## src/rtl/gen_scl.sv

```systemverilog
// gen_scl: programmable SCL clock generator for the I2C master.
// Divides the system clock into a 50% duty-cycle SCL. Each phase lasts
// div_q+1 clocks. The divider is latched from i_TWIBR on start and at
// every half-period boundary, so a TWIBR change never produces a short phase.
module gen_scl #(
    parameter int SIZE_REG = 16
) (
    input  logic                i_clk,
    input  logic                i_rst_n,
    input  logic                i_SCL_start,
    input  logic                i_SCL_en,
    input  logic [SIZE_REG-1:0] i_TWIBR,
    output logic                o_SCL
);

    typedef enum logic {
        IDLE = 1'b0,
        RUN  = 1'b1
    } state_t;

    state_t              state;
    logic [SIZE_REG-1:0] cnt;
    logic [SIZE_REG-1:0] div_q;

    // Single FSM: idle/run control, half-period counter and registered SCL.
    always_ff @(posedge i_clk or negedge i_rst_n) begin
        if (!i_rst_n) begin
            state <= IDLE;
            cnt   <= '0;
            div_q <= '0;
            o_SCL <= 1'b1;
        end else begin
            case (state)
                IDLE: begin
                    o_SCL <= 1'b1;
                    cnt   <= '0;
                    if (i_SCL_en && i_SCL_start) begin
                        state <= RUN;
                        div_q <= i_TWIBR;
                    end
                end
                RUN: begin
                    // Disable has priority over a coinciding phase boundary.
                    if (!i_SCL_en) begin
                        state <= IDLE;
                        o_SCL <= 1'b1;
                        cnt   <= '0;
                    end else if (cnt == div_q) begin
                        o_SCL <= ~o_SCL;
                        cnt   <= '0;
                        div_q <= i_TWIBR;
                    end else begin
                        cnt <= cnt + 1'b1;
                    end
                end
                default: begin
                    state <= IDLE;
                    o_SCL <= 1'b1;
                    cnt   <= '0;
                end
            endcase
        end
    end

endmodule

```

## config.mk

```make
export PLATFORM = sky130hd
export DESIGN_NAME = gen_scl
export DESIGN_NICKNAME = d
export VERILOG_FILES = /design/src/rtl/gen_scl.sv
export SDC_FILE = /design/constraint.sdc
export NUM_CORES = 1
export LEC_CHECK = 0
export CORE_UTILIZATION = 49
export DETAILED_ROUTE_END_ITERATION = 7
export PLACE_DENSITY_LB_ADDON = 0.25
export SLEW_MARGIN = 25
export SYNTH_ARGS = -nofsm -noshare
export SYNTH_HDL_FRONTEND = slang
export SYNTH_SLANG_ARGS = --single-unit
```

## constraint.sdc

```tcl
create_clock -name i_clk -period 4.8 [get_ports i_clk]
set_input_delay 0.96 -clock i_clk [delete_from_list [all_inputs] [get_ports i_clk]]
set_output_delay 0.96 -clock i_clk [all_outputs]
set_load 0.02 [all_outputs]
```

# [Word-level counts from Yosys, hierarchy flattened]
# Cells that the tools add are included.
[classes] n_addsub=1 n_eq_ne=5 n_mux=13 n_bitwise=2 n_reduce_logical=2
[ops] op="$mux 16" n=5
[ops] op="$pmux 16 s2" n=2
[ops] op="$add 16x1->16 const B" n=1
[ops] op="$eq 16x16->1" n=1
[ops] op="$mux 1" n=4
[ops] op="$ne 2x2->1 const B" n=2
[ops] op="$pmux 1 s2" n=2
[ops] op="$ne 3x2->1 const B" n=1
[ops] op="$reduce_and 3->1" n=1
[ops] op="$ne 2x1->1 const B" n=1
[ops] op="$not 1->1" n=2
[ops] op="$logic_and 1x1->1" n=1
[totals] regBits=34 inputBits=20 output_inout_bits=1 word_cells=27

# [Logic depth before layout (Yosys ltp)]
[depth] word_depth=4 ltp_mapped=8

# [Worst setup path before layout]
# OpenSTA, ideal clock, no wires.
[synth_path] path_kind="input to register" start="input port i_SCL_start" end="register div_q[0]" setup_ps=125 arrival_time_ps=1841 path_slack_ps=2834 path_stages=5 n_path_buf=2 path_cell_list="o21a_1 -> a21bo_1 -> buf_6 -> buf_12 -> mux2_4"
[synth_between] elab_chain_cells=3
[synth_lines] element="start, declared" line_no="10" source="input logic i_SCL_start,"
[synth_lines] element="$logic_and 1x1->1" line_no="37" source="if (i_SCL_en && i_SCL_start) begin"
[synth_lines] element="$ne 2x2->1 (no source line)"
[synth_lines] element="$reduce_and 3->1 (no source line)"
[synth_lines] element="end signal, assigned" line_no="39" source="div_q <= i_TWIBR;"
[synth_lines] element="end signal, assigned" line_no="51" source="div_q <= i_TWIBR;"
[synth_lines] element="end, declared" line_no="23" source="logic [SIZE_REG-1:0] div_q;"
# No other way between the ends.
# A chain may end at the register's enable or synchronous reset.

# [Worst setup path after layout]
[layout_path] start="register o_SCL" end="output port o_SCL"
[layout_lines] element="start, declared" line_no="13" source="output logic o_SCL"
[layout_lines] element="start signal, assigned" line_no="49" source="o_SCL <= ~o_SCL;"
# No word-level cell between the ends.

==> metrics <==
height of the die between 60 and 70 um; CTS max path bufs 2; CP startpoint kind flop; most common cell after layout, fill and taps aside dfrtp_1; floorplan row count 20; Inst Count DP 198; crit path from o_SCL; synth-to-layout area growth 15.85%; vias roughly 1000; WHS 483.9 ps; root buf cell clkbuf_4; cells after synthesis around 140; Worst EP arrival between 1000 and 1500 ps; share of layout cells above drive strength 1 0.1491; GRT Overall Usage 0.1875; number of cells on the critical path 1; initial antenna violation count 0; Post-CTS Setup Inserts 0; Starting Density 0.5276; H-Tree Level Count 2; Clock Latency Late Sink between 300 and 400 ps; Max Slew Vio Count 0; Yosys cell types 22; XOR/XNOR Fraction of Synth Area 0.1645; Post-CTS Hold Buffers 0; Initial DRT Pass Iterations 4; worst path bufs/invs 1; Compound-Gate Fraction of Synth Area 0.01061; vias in the first global route around 1100; most frequent cells in the layout dfrtp_1 (33), xor2_1 (25), nor2_1 (20), clkdlybuf4s50_1 (20), mux2_4 (10); maximum VDD drop about 0.16 mV; Critical R2R Capture div_q[10]; min Tclk post-route 2453 ps; Worst R2R Path Depth 5; first-pass GRT wire length between 4000 and 5000 um; Rel. slew slack 0.4515; Top Ports 21; post-route cell area between 1500 and 2000 um2; max cap viols 0; clock transition at the registers of the reported paths about 100 ps; largest net degree at the start of global routing 35; # setup viols final 0; CTS buffer count 5; CTS tree built; placed inst area around 1900 um2; Fillers 265; worst reg2reg path startpoint cnt[10]; simple-gate share of the synthesized area 0.1365; final core occ 0.6112; ANT nets after route 0; # diodes 0; crit path kind reg -> out; Final Hold Viols 0; Least-Margin Pin Slew 822.8 ps; RSZ-0062 raised after global routing false; drt drc 0; hpwl dp 2023 um; sum of negative setup slack 0 ps; synthesized flop and latch total 34; area occupied by multi-input gates approximately 740 um2; R2R Setup Slk 2490 ps; die area about 3600 um2; die width 60.04 um; detailed-route wire length between 2000 and 3000 um; drt first-iter violations 21; Req. time, crit path about 3800 ps; Core Box Area 3128 um2; post-synthesis sequential area ratio 0.5163; Sink Count 34; drt wl/cell approximately 14 um; net count of the finished layout about 180; P per Cell Area 299.2 nW/um2; GP Congestion 0.7650; clock skew 4.907 ps; Avg Synthesized Cell Area 12.05 um2; Worst Setup EP o_SCL; synthesized cell area roughly 1700 um2; Achievable Freq between 400 and 500 MHz; Post-Syn Nets 158; Via density around 5; Final Cycle Share 0.5111; post-synthesis adder-cell area fraction 0.007582; Post-CTS Resized 0; slowest stage cell, crit path clkdlybuf4s50_1; gr ovfl total 0; final non-filler cell total a little over 200; mux cell area share after synthesis 0.1319; YS warnings 0; CP peak stage delay 600 ps; outcome finished clean; sequential cell area about 850 um2; Worst Setup End Kind output port; Crit path max-delay family buffers and inverters; worst-path cell chain clkdlybuf4s50_1; CP Max Fanout 2; Worst Hold Class reg -> reg; Port-buffer cells 20; Leakage 0.0008500 uW; largest family of logic cells by synthesized area XOR/XNOR gates
sequential cells by signal, indices dropped and copies added, names as in the netlist:
register	count
o_SCL	1
div_q	16
state	1
cnt	16
per-layer routing:
| layer | part of all wire | track usage |
|---|---|---|
| met1 | 0.44 | 0.2087 |
| met2 | 0.49 | 0.3190 |
| met3 | 0.046 | 0.05844 |
| met5 | 0 | 0 |
| met4 | 0.018 | 0.09967 |
worst reg2reg max path, cell delays in order, from the launching register on:
cell and delay (ps):
dfrtp_1 450, xor2_1 180, nor4_1 370, nand4_1 230, a21bo_1 550, mux2_4 420
Yosys cell counts:
master	count	area, um2
ha_1	1	12.51
nand3_1	7	35.03
buf_6	2	22.52
nand4_1	5	31.28
xor2_1	25	219.0
inv_1	2	7.510
dfrtp_1	33	825.8
o21a_1	1	7.510
buf_12	1	20.02
a21bo_1	1	10.01
xnor2_1	6	52.55
dfstp_2	1	26.28
nor3_1	1	5.000
and3_1	2	12.51
mux2_2	6	67.56
clkbuf_1	1	3.750
nor4_1	4	25.02
and2_1	1	6.260
nor2_1	20	75.07
nor4_2	1	12.51
nand2_1	6	22.52
mux2_4	10	150.1
power breakdown:
group	internal (uW)	total, uW	switching, uW
clock network	55.1	145	89.6
logic	59.1	91.8	32.6
registers	314	336	21.4
total	428	572	144
logic make-up (layout without fill, tap and decap cells):
| group | after synthesis | count (layout) |
|---|---|---|
| buffers and inverters | 6 | 30 |
| AO/OA/AOI/OAI | 2 | 2 |
| AND/OR/NAND/NOR | 47 | 47 |
| flip-flops | 34 | 34 |
| XOR/XNOR | 31 | 31 |
| multiplexers | 16 | 16 |
| adder cells (fa/ha/maj) | 1 | 1 |
worst min-delay path by stage:
stage,start,to,depth (start not counted)
after floorplan,state,o_SCL,1
after global placement,state,o_SCL,1
after detailed placement,state,o_SCL,1
after CTS,state,o_SCL,1
after global routing,state,o_SCL,1
final,state,o_SCL,1
cell type report:
type / count / share of cell area
multi-input combinational: 97 / 0.3894
clock buffer: 7 / 0.02356
sequential: 34 / 0.4457
timing repair buffer: 21 / 0.1086
tap: 44 / 0.02880
inverter: 2 / 0.003927
through the flow:
step	setup slack, ps	power, uW
finish	2347	571.9
global route	2297	606.9
CTS	2333	579.9
detailed placement	1985	434.6
global placement	2055	428.5
floorplan	2834	400.6
No activity file was read; power rests on OpenSTA's default activity.
